### config.mk
export PLATFORM = sky130hd
export DESIGN_NAME = if_prefetch_unit
export DESIGN_NICKNAME = d
export VERILOG_FILES = /design/src/rtl/if_prefetch_unit_pkg.sv /design/src/rtl/if_prefetch_unit_sync_fifo.sv /design/src/rtl/if_prefetch_unit.sv
export SDC_FILE = /design/constraint.sdc
export NUM_CORES = 1
export LEC_CHECK = 0
export ABC_AREA = 1
export BUFFER_PORTS_ARGS = -buffer_cell sky130_fd_sc_hd__buf_2
export CAP_MARGIN = 15
export CORE_MARGIN = 1
export CORE_UTILIZATION = 29
export CTS_BUF_LIST = sky130_fd_sc_hd__clkbuf_8 sky130_fd_sc_hd__clkbuf_16
export CTS_CLUSTER_SIZE = 12
export DETAILED_ROUTE_END_ITERATION = 8
export PLACE_DENSITY_LB_ADDON = 0.12
export SKIP_CTS_REPAIR_TIMING = 1
export SLEW_MARGIN = 20
export SYNTH_ARGS = -nofsm -noshare
export SYNTH_HDL_FRONTEND = slang
export SYNTH_SLANG_ARGS = --single-unit
### constraint.sdc
create_clock -name clock -period 9 [get_ports clock]
set_clock_uncertainty 0.1 [all_clocks]
set_input_delay 1.8 -clock clock [delete_from_list [all_inputs] [get_ports clock]]
set_output_delay 1.8 -clock clock [all_outputs]
set_load 0.02 [all_outputs]
### src/rtl/if_prefetch_unit_pkg.sv
// Types and constants shared between the fetch front end and the IF/ID register.
package Pipe_Buf_Reg_PKG;

    localparam int unsigned FetchAddrW = 32;
    localparam int unsigned FetchInsW  = 32;

    // addi x0, x0, 0: the bubble decode inserts when no entry is valid
    localparam logic [31:0] InstrNop = 32'h0000_0013;

    typedef struct packed {
        logic [FetchAddrW-1:0] pc;
        logic [FetchInsW-1:0]  instr;
    } fetch_entry_t;

endpackage

### src/rtl/if_prefetch_unit_sync_fifo.sv
// Synchronous FIFO with registered storage, flush, and an occupancy count.
module sync_fifo
    import Pipe_Buf_Reg_PKG::*;
#(
    parameter type         entry_t = fetch_entry_t,
    parameter int unsigned Depth   = 4
) (
    input  logic                   clk_i,
    input  logic                   rst_i,
    input  logic                   flush_i,
    input  logic                   push_i,
    input  entry_t                 data_i,
    input  logic                   pop_i,
    output entry_t                 data_o,
    output logic [$clog2(Depth):0] count_o
);

    localparam int unsigned PtrW = $clog2(Depth);
    localparam int unsigned CntW = PtrW + 1;

    entry_t            mem_q [Depth];
    logic [PtrW-1:0]   wr_ptr_q, wr_ptr_d;
    logic [PtrW-1:0]   rd_ptr_q, rd_ptr_d;
    logic [CntW-1:0]   count_q, count_d;

    // Depth is a power of two, so the pointers wrap naturally.
    always_comb begin
        wr_ptr_d = wr_ptr_q;
        rd_ptr_d = rd_ptr_q;
        count_d  = count_q;
        if (flush_i) begin
            wr_ptr_d = '0;
            rd_ptr_d = '0;
            count_d  = '0;
        end else begin
            wr_ptr_d = wr_ptr_q + PtrW'(push_i);
            rd_ptr_d = rd_ptr_q + PtrW'(pop_i);
            count_d  = count_q + CntW'(push_i) - CntW'(pop_i);
        end
    end

    always_ff @(posedge clk_i) begin
        if (rst_i) begin
            wr_ptr_q <= '0;
            rd_ptr_q <= '0;
            count_q  <= '0;
        end else begin
            wr_ptr_q <= wr_ptr_d;
            rd_ptr_q <= rd_ptr_d;
            count_q  <= count_d;
        end
    end

    always_ff @(posedge clk_i) begin
        if (push_i) begin
            mem_q[wr_ptr_q] <= data_i;
        end
    end

    assign data_o  = mem_q[rd_ptr_q];
    assign count_o = count_q;

endmodule

### src/rtl/if_prefetch_unit.sv
// Instruction prefetcher: pipelined req/gnt/rvalid fetch into a small queue feeding decode.
module if_prefetch_unit #(
    parameter int unsigned       ADDR_W   = 32,
    parameter int unsigned       INS_W    = 32,
    parameter int unsigned       DEPTH    = 4,
    parameter logic [ADDR_W-1:0] RESET_PC = '0
) (
    input  logic              clock,
    input  logic              reset,
    output logic              imem_req,
    output logic [ADDR_W-1:0] imem_addr,
    input  logic              imem_gnt,
    input  logic              imem_rvalid,
    input  logic [INS_W-1:0]  imem_rdata,
    input  logic              redirect,
    input  logic [ADDR_W-1:0] redirect_pc,
    input  logic              stall,
    output logic              if_valid,
    output logic [ADDR_W-1:0] if_pc,
    output logic [INS_W-1:0]  if_instr
);

    localparam int unsigned CntW = $clog2(DEPTH) + 1;

    typedef struct packed {
        logic [ADDR_W-1:0] pc;
        logic [INS_W-1:0]  instr;
    } entry_t;

    logic [ADDR_W-1:0] fetch_pc_q, fetch_pc_d;
    logic [ADDR_W-1:0] resp_pc_q, resp_pc_d;
    logic [CntW-1:0]   pending_q, pending_d;
    logic [CntW-1:0]   drop_q, drop_d;
    logic [CntW-1:0]   fifo_count;
    logic [CntW:0]     used_credits;
    logic [CntW:0]     inflight;
    logic              gnt_fire, rsp_live, rsp_stale;
    logic              push, pop, flush;
    logic [ADDR_W-1:0] target_pc;
    entry_t            push_entry, head_entry;
    logic              unused_redirect_lsbs;

    // Queued entries reserve credits too, so a stalled queue can never overflow.
    assign used_credits = {1'b0, fifo_count} + {1'b0, pending_q};
    assign inflight     = {1'b0, pending_q} + {1'b0, drop_q};
    assign imem_req     = !reset && !redirect && (used_credits < (CntW + 1)'(DEPTH))
                          && (inflight < (CntW + 1)'(DEPTH));
    assign imem_addr    = fetch_pc_q;

    assign gnt_fire  = imem_req && imem_gnt;
    assign rsp_stale = imem_rvalid && (drop_q != '0);
    assign rsp_live  = imem_rvalid && (drop_q == '0);

    assign target_pc            = {redirect_pc[ADDR_W-1:2], 2'b00};
    assign unused_redirect_lsbs = ^redirect_pc[1:0];

    always_comb begin
        fetch_pc_d = fetch_pc_q;
        resp_pc_d  = resp_pc_q;
        pending_d  = pending_q;
        drop_d     = drop_q;
        if (redirect) begin
            // Every in-flight fetch becomes stale; one returning now is already gone.
            fetch_pc_d = target_pc;
            resp_pc_d  = target_pc;
            pending_d  = '0;
            drop_d     = drop_q + pending_q - CntW'(imem_rvalid);
        end else begin
            if (gnt_fire) begin
                fetch_pc_d = fetch_pc_q + ADDR_W'(4);
            end
            if (rsp_live) begin
                resp_pc_d = resp_pc_q + ADDR_W'(4);
            end
            pending_d = pending_q + CntW'(gnt_fire) - CntW'(rsp_live);
            drop_d    = drop_q - CntW'(rsp_stale);
        end
    end

    always_ff @(posedge clock) begin
        if (reset) begin
            fetch_pc_q <= RESET_PC;
            resp_pc_q  <= RESET_PC;
            pending_q  <= '0;
            drop_q     <= '0;
        end else begin
            fetch_pc_q <= fetch_pc_d;
            resp_pc_q  <= resp_pc_d;
            pending_q  <= pending_d;
            drop_q     <= drop_d;
        end
    end

    assign push       = rsp_live && !redirect && !reset;
    assign pop        = (fifo_count != '0) && !stall && !redirect && !reset;
    assign flush      = redirect || reset;
    assign push_entry = '{pc: resp_pc_q, instr: imem_rdata};

    sync_fifo #(
        .entry_t (entry_t),
        .Depth   (DEPTH)
    ) u_fifo (
        .clk_i   (clock),
        .rst_i   (reset),
        .flush_i (flush),
        .push_i  (push),
        .data_i  (push_entry),
        .pop_i   (pop),
        .data_o  (head_entry),
        .count_o (fifo_count)
    );

    assign if_valid = !reset && (fifo_count != '0);
    assign if_pc    = if_valid ? head_entry.pc : '0;
    assign if_instr = if_valid ? head_entry.instr : '0;

endmodule

==> results.ini, run 1 <==
[placement]
dpl.hpwl_um = 25300
io_buffers = 161
globalplace.congestion = 0.837
dp_slack_ns = 3.24

[min_path]
whs_path_depth = 2
worstHoldEndpoint = pending_q[2]
hp-start = pending_q[2]
min_path_type = register to register

[setup_path]
slowest_stage = inv_2
rr_endpoint = pending_q[2]
critical_path.max_stage_delay_ns = 0.55
required_ns = 7.10
r2r_cells = 14
crit_path_end_kind = output pin
crit_family = buffers and inverters
cp-start-kind = input pin
path_class = input pin to output pin
rr_startpoint = pending_q[1]
worstPathArrival_ns = 3.74
worstPathMaxFanout = 33
path_buf_inv = 5
worstPathCellList = buf_2, buf_4, nor2_1, inv_2, buf_4, a21oi_1, buf_2
reg2reg_slack_ns = 5.95

[logic_synthesis]
synthesis.area_um2 = 14600
ys.flop_type = edfxtp_1
synth_common_cells = nor2_1 (356), nand2_1 (254), edfxtp_1 (248)
async_flop_share = 0
syn_area_per_cell_um2 = 9.37
synth_seq_area_share = 0.611
synth_edf_count = 248
yosysWarnings = 0
netlist_top_cells_area = edfxtp_1 (51%), dfxtp_1 (10%), nor2_1 (9.2%)
synthCells = 1555
yosysMostFrequentCell = nor2_1
synth_top_area_cell = edfxtp_1
synth_seq_cells = 321
synth_cell_types = 41
yosys.area.top_type_share = 0.511

[outcome]
status = completed

[clocking]
root_buffer = clkbuf_16
clock_sinks = 321
numCtsBuffers = 38
cts_tree = done
path_clk_slew_ns = 0.05
clockBufferDepth = 3
htree_levels = 2
clkLatencyLatePin_ns = 0.54

[pwr]
p_per_area_nw_per_um2 = 204
internal_power_w = 0.00264
power_frac_clock = 0.420
total_power_w = 0.00351
switchingPower_w = 0.000870
share_seq_of_total_power = 0.488
pwr-share-comb = 0.091
power.leakage_nw = 6.66
ir_drop_v = 0.000126
netSwitchingFraction = 0.248

[timing]
setup_tns_ns = 0
holdWs_ns = 0.420
fin_crit_sh = 0.627
grt_setup_unrepaired = false
hold_viol = 0
tightest_slew_ns = 1.07
finalSetupViolations = 0
fmax_ghz = 0.177
slew_headroom = 0.284
min_period_ns = 5.64
maxSlewViolCount = 0
timing.final.ws_setup_ns = 3.36

[die]
pin_count = 168
dieArea_um2 = 51100
die_width_um = 226
rows = 81
core_um2 = 49300
initial_core_util = 0.296
die_h_um = 226

[detailed_routing]
wl_met1_um = 19700
dr_wl_met3_um = 1850
routed_via_density = 4.62
highest-signal-layer = met4
via_count = 11000
first_iter_violations = 617
postRouteAntennaNets = 0
detail_route.wl_per_cell_um = 17.3
wl_met2_um = 19100
drtPass1Iterations = 5
wl_um = 41300
drcViolationCount = 0

[global_routing]
grt.total_usage = 0.161
first_global_vias = 10500
grt_pass1_wl_um = 62400
antenna_found_initial = 0
grt_max_degree = 113
overflow = 0

[layout]
n_antenna_cell = 0
final_nets = 1791
synthToLayoutAreaGrowth_pct = 18.0
nFillCells = 5126
drive_gt1_frac = 0.150
final_util = 0.349

[run]
max_cap_violations = 0

[metal layers]
metal	vias up	GRT usage
li1	5524	-
met1	5238	0.218
met2	239	0.264
met3	39	0.0285
met4	0	0.0434
met5	-	0
[power by group through the flow]
stage                     registers [W]  clock network (W)  logic [W]
after CTS                       0.00171            0.00153   0.000326
after detailed placement        0.00175                  0   0.000325
after global placement          0.00175                  0   0.000320
after global routing            0.00172            0.00158   0.000365
after floorplan                 0.00174                  0   0.000210
final                           0.00171            0.00148   0.000321
[registers in the layout, summed over array words and instances (netlist names)]
signal           flops
drop_q               3
u_fifo.mem_q       248
u_fifo.rd_ptr_q      2
u_fifo.count_o       3
pending_q            3
imem_addr           30
u_fifo.wr_ptr_q      2
resp_pc_q           30
[cell families (layout without fill, tap and decap cells)]
family,after synthesis,after routing,share of synthesized area
AO/OA/AOI/OAI,295,295,0.104
XOR/XNOR,14,14,0.00842
adder cells (fa/ha/maj),20,20,0.0187
buffers and inverters,182,351,0.0524
flip-flops,321,321,0.611
multiplexers,3,3,0.00206
other,1,4,0.000257
AND/OR/NAND/NOR,719,719,0.203
[worst min-delay path: stages, from the launching register on]
cell	delay (ns)
dfxtp_1	0.34
nand2_1	0.08
a21oi_1	0.05
[cells in the final DEF (no fill, tap or decap), types with 2 or more instances in the layout]
master	synthesis	routed
o21ai_0	175	175
nand3b_1	9	9
clkinv_8	0	2
o21bai_1	4	4
bufinv_16	0	3
nor3_2	1	5
xor2_1	7	7
inv_2	7	6
buf_4	7	12
clkinv_1	0	6
conb_1	1	4
clkinv_2	1	6
a21oi_1	93	93
mux2i_1	3	3
or2_2	7	7
nand2_2	3	3
nor3_1	11	7
nand4_1	9	9
nand3_1	59	59
nand2_1	254	254
nor2_4	3	3
buf_2	15	161
o211ai_1	2	2
dfxtp_1	73	71
a31oi_1	10	10
xnor2_1	7	7
fa_1	3	3
nor2_2	2	2
nand3_2	3	3
edfxtp_1	248	248
clkbuf_16	0	39
o21ai_1	6	6
inv_1	103	114
ha_1	17	17
o22ai_1	2	2
nor2_1	356	356
[worst max path at each step]
stage                     slack [ns]  cells after the start            endpoint     start
after detailed placement        3.24                      7            if_pc[2]     reset
after floorplan                 1.93                      4  u_fifo.mem_q[0][0]  redirect
after global placement          3.27                      7            if_pc[2]     reset
after CTS                       3.24                      7            if_pc[2]     reset
after global routing            3.19                      7            if_pc[2]     reset
final                           3.36                      7        if_instr[13]     reset
[metrics by stage]
stage | instances | area, um^2
2_1_floorplan | 1558 | 14600
3_3_place_gp | 2325 | 16000
3_5_place_dp | 2325 | 16000
4_1_cts | 2391 | 17200
5_1_grt | 2391 | 17200
6_report | 2391 | 17200
[area by class of cell]
type	instances	area, um^2	area share
Inverter	111	419	0.0244
Clock inverter	26	206	0.0120
Clock buffer	40	990	0.0576
Sequential cell	321	8910	0.518
Tap cell	664	831	0.0483
Multi-Input combinational cell	1055	4930	0.287
Timing Repair Buffer	174	907	0.0528
Power figures use the tool's default switching activity.
==> inputs of run 2 (changes only) <==
==> constraint.sdc (replaced) <==
create_clock -name clock -period 5.45 [get_ports clock]
set_clock_uncertainty 0.1 [all_clocks]
set_input_delay 1.09 -clock clock [delete_from_list [all_inputs] [get_ports clock]]
set_output_delay 1.09 -clock clock [all_outputs]
set_load 0.02 [all_outputs]
==> results.ini, run 2 (same netlist as run 1, synthesis figures left out) <==
[detailed_routing]
postRouteAntennaNets = 0
wl_um = 41600
drtPass1Iterations = 5
first_iter_violations = 648
drcViolationCount = 0
detail_route.wl_per_cell_um = 17.3
via_count = 11100
routed_via_density = 4.63

[layout]
final_util = 0.350
final_cell_mix = nor2_1 (355), nand2_1 (254), edfxtp_1 (248), o21ai_0 (175), buf_2 (161)
drive_gt1_frac = 0.151
ff_latch_area_um2 = 8910
multi_input_area_um2 = 4930
mostFrequentLayoutCell = nor2_1
top_register = u_fifo.mem_q
largest_reg_flops = 248
n_antenna_cell = 0
final_nets = 1795
nFillCells = 5144
instances_no_fill = 2398
synthToLayoutAreaGrowth_pct = 18.5

[setup_path]
worstPathArrival_ns = 2.93
slowest_stage = buf_4
r2r_cells = 14
crit_path_end_kind = output pin
crit_top_cell = nor2_1
worstPathMaxFanout = 86
critical_path.max_stage_delay_ns = 0.81
cp-start-kind = register
reg2reg_slack_ns = 2.39
worstPathCellList = buf_4, nor2_1, nor2_1, o21ai_0, a21oi_1, buf_2
path_buf_inv = 2
required_ns = 4.26
rr_startpoint = pending_q[1]
path_class = register to output pin
rr_endpoint = pending_q[2]
crit_family = buffers and inverters

[clocking]
htree_levels = 2
clock_sinks = 321
numCtsBuffers = 40
path_clk_slew_ns = 0.05
root_buffer = clkbuf_16
clockBufferDepth = 3
clkLatencyLatePin_ns = 0.56
cts_tree = done

[placement]
dpl.hpwl_um = 25100
place_inst = 2327
io_buffers = 161
globalplace.congestion = 0.836

[global_routing]
grt.total_usage = 0.163
first_global_vias = 10700
antenna_found_initial = 1
overflow = 0
grt_pass1_wl_um = 62700
grt_max_degree = 87

[timing]
hold_viol = 0
grt_setup_unrepaired = false
tightest_slew_ns = 1.05
setup_tns_ns = 0
finalSetupViolations = 0
holdWs_ns = 0.444
min_period_ns = 4.12
fin_crit_sh = 0.755
fmax_ghz = 0.243
maxSlewViolCount = 0
slew_headroom = 0.302

[min_path]
whs_path_depth = 2
min_path_type = register to register
worstHoldEndpoint = pending_q[2]
hp-start = pending_q[2]

[run]
max_cap_violations = 0

[pwr]
power.leakage_nw = 6.69
total_power_w = 0.00581
p_per_area_nw_per_um2 = 336
ir_drop_v = 0.000186

[die]
die_h_um = 226
pin_count = 168
core_um2 = 49300
initial_core_util = 0.296
die_width_um = 226
rows = 81
dieArea_um2 = 51100

[outcome]
status = completed

==> run 2: cell types whose count changed in the layout (fill, tap and decap cells not counted), moves of 2 or more <==
cell	previous run	this run
inv_6	0	2
inv_1	114	117
buf_12	0	4
clkinv_1	6	8
==> run 2: worst max-delay path by stage <==
| stage | start | to | slack, ns | depth (start not counted) |
|---|---|---|---|---|
| floorplan | redirect | u_fifo.mem_q[0][0] | -0.91 | 4 |
| global placement | reset | pending_q[2] | 1.69 | 13 |
| detailed placement | reset | pending_q[2] | 1.67 | 13 |
| CTS | u_fifo.rd_ptr_q[0] | if_pc[18] | 1.13 | 6 |
| global route | u_fifo.rd_ptr_q[0] | if_pc[18] | 1.05 | 6 |
| finish | u_fifo.rd_ptr_q[0] | if_pc[18] | 1.33 | 6 |
==> run 2: report_power, final <==
part           leakage, nW  internal, W  switching [W]
clock                0.640      0.00142        0.00102
sequential            2.86      0.00273      0.0000977
combinational         3.19     0.000181       0.000350
total                 6.69      0.00434        0.00147
==> run 2: area by class of cell <==
| class | instances | area share |
|---|---|---|
| Multi-Input combinational cell | 1055 | 0.286 |
| Timing Repair Buffer | 176 | 0.0561 |
| Clock inverter | 31 | 0.0114 |
| Inverter | 111 | 0.0243 |
| Clock buffer | 40 | 0.0580 |
| Tap cell | 664 | 0.0481 |
| Sequential cell | 321 | 0.516 |
==> run 2: metrics by stage <==
stage	setup WS (ns)	instance area (um^2)
floorplan	-0.910	14600
CTS	1.13	17300
global placement	1.69	16100
global route	1.05	17300
finish	1.33	17300
detailed placement	1.67	16100
==> run 2: routing by layer <==
layer,GRT usage,part of all wire,vias up
met2,0.265,0.45,252
met5,0,0.00026,-
met4,0.0606,0.027,2
met1,0.213,0.47,5248
li1,-,-,5534
met3,0.0315,0.052,71
==> run 2: worst reg2reg max path, delay by kind of cell (launching register included) <==
kind | cells | cell delay [ns]
fa+ha+maj | 4 | 1.21
compound gates | 1 | 0.12
buf+inv | 3 | 0.19
flops | 1 | 0.46
simple gates | 5 | 0.77
xor+xnor | 1 | 0.14
==> inputs of run 3 (changes only) <==
==> constraint.sdc (replaced) <==
create_clock -name clock -period 4.1 [get_ports clock]
set_clock_uncertainty 0.1 [all_clocks]
set_input_delay 0.82 -clock clock [delete_from_list [all_inputs] [get_ports clock]]
set_output_delay 0.82 -clock clock [all_outputs]
set_load 0.02 [all_outputs]
==> results.ini, run 3 (same netlist as run 1, synthesis figures left out) <==
[global_routing]
grt_max_degree = 95
first_global_vias = 10800
overflow = 0
grt_pass1_wl_um = 63600
grt.total_usage = 0.165
antenna_found_initial = 0

[timing]
grt_setup_unrepaired = false
min_period_ns = 3.50
hold_viol = 0
fin_crit_sh = 0.853
finalSetupViolations = 0
maxSlewViolCount = 0
tightest_slew_ns = 0.925
slew_headroom = 0.383
fmax_ghz = 0.286

[setup_path]
critical_path.max_stage_delay_ns = 0.73
worstPathArrival_ns = 2.58
path_class = register to output pin
slowest_stage = dfxtp_4
crit_top_cell = nor2_1
rr_endpoint = pending_q[2]
crit_path_end_kind = output pin
r2r_cells = 14
rr_startpoint = pending_q[1]
cp-start-kind = register
required_ns = 3.18
path_buf_inv = 2
reg2reg_slack_ns = 1.34
worstPathMaxFanout = 47
worstPathCellList = buf_4, nor2_1, nor2_1, o21ai_0, a21oi_1, buf_2
crit_family = flip-flops

[clocking]
numCtsBuffers = 38
clkLatencyLatePin_ns = 0.55
root_buffer = clkbuf_16
htree_levels = 2
cts_tree = done
clock_sinks = 321
clockBufferDepth = 3
path_clk_slew_ns = 0.06

[layout]
final_cell_mix = nor2_1 (356), nand2_1 (254), edfxtp_1 (248), o21ai_0 (175), buf_2 (161)
top_register = u_fifo.mem_q
final_nets = 1800
final_util = 0.353
instances_no_fill = 2403
n_antenna_cell = 0
final_area_um2 = 17400
synthToLayoutAreaGrowth_pct = 19.3
nFillCells = 5110
mostFrequentLayoutCell = nor2_1
drive_gt1_frac = 0.153
largest_reg_flops = 248

[pwr]
internal_power_w = 0.00579
share_seq_of_total_power = 0.486
netSwitchingFraction = 0.251
p_per_area_nw_per_um2 = 445
power_frac_clock = 0.420
pwr-share-comb = 0.094
ir_drop_v = 0.000238
switchingPower_w = 0.00194
power.leakage_nw = 6.74

[detailed_routing]
drtPass1Iterations = 6
wl_um = 41900
detail_route.wl_per_cell_um = 17.4
drcViolationCount = 0
via_count = 11200
routed_via_density = 4.64
first_iter_violations = 631
postRouteAntennaNets = 0

[die]
core_um2 = 49300
dieArea_um2 = 51100
die_h_um = 226
pin_count = 168
die_width_um = 226
initial_core_util = 0.296
rows = 81

[placement]
dpl.hpwl_um = 25300
globalplace.congestion = 0.824
io_buffers = 161
placedInstanceArea_um2 = 16200
place_inst = 2334

[min_path]
whs_path_depth = 1
min_path_type = input pin to register
worstHoldEndpoint = u_fifo.mem_q[2][0]
hp-start = imem_rdata[0]

[run]
max_cap_violations = 0

[outcome]
status = completed

[run 3: cell count changes in the layout (fill, tap and decap cells not counted), moves of 2 or more]
cell      delta
buf_4        +3
nor3_4       +4
clkinv_1     +3
buf_12       +4
nor3_2       -4
inv_6        -2
inv_1        -3
[run 3: metrics by stage]
step	hold slack, ns	TNS [ns]	setup slack (ns)	total power [W]
CTS	0.350	0	0.608	0.00785
global placement	0.416	0	0.931	0.00456
finish	0.385	0	0.603	0.00774
global route	0.361	0	0.449	0.00807
floorplan	0.373	-32.72	-0.132	0.00428
detailed placement	0.414	0	0.952	0.00456
[run 3: per-layer routing]
layer,global-route usage,part of all wire,wire [um],vias to the layer above
li1,-,-,-,5542
met1,0.222,0.47,19700,5309
met2,0.272,0.46,19400,248
met3,0.0267,0.047,1980,55
met4,0.0480,0.019,809,0
met5,0,0,0,-
[run 3: cell type report]
type / instances / area [um^2] / share of cell area
sequential: 321 / 8910 / 0.513
multi-input combinational: 1055 / 4950 / 0.285
timing repair buffer: 183 / 1070 / 0.0616
clock buffer: 39 / 976 / 0.0561
tap: 664 / 831 / 0.0478
inverter: 111 / 419 / 0.0241
clock inverter: 30 / 220 / 0.0127
[run 3: how the worst max path moves through the flow]
stage                         endpoint                from  cells after the start
finish                    if_instr[14]  u_fifo.rd_ptr_q[0]                      6
global route              if_instr[14]  u_fifo.rd_ptr_q[0]                      6
CTS                       if_instr[14]  u_fifo.rd_ptr_q[0]                      6
detailed placement        pending_q[2]               reset                     13
global placement          pending_q[2]               reset                     13
floorplan           u_fifo.mem_q[0][0]            redirect                      4
[run 3: power groups by stage]
stage | Sequential [W] | Clock (W) | Combinational (W)
global placement | 0.00383 | 0 | 0.000726
floorplan | 0.00382 | 0 | 0.000461
finish | 0.00376 | 0.00325 | 0.000724
detailed placement | 0.00383 | 0 | 0.000733
CTS | 0.00376 | 0.00335 | 0.000736
global route | 0.00378 | 0.00347 | 0.000819
[run 3: worst reg2reg max path: cells and delay by family (launching register included)]
family,cells,cell delay [ns]
AO/OA/AOI/OAI,1,0.12
XOR/XNOR,1,0.14
adder cells (fa/ha/maj),4,1.11
buffers and inverters,3,0.19
flip-flops,1,0.46
AND/OR/NAND/NOR,5,0.58
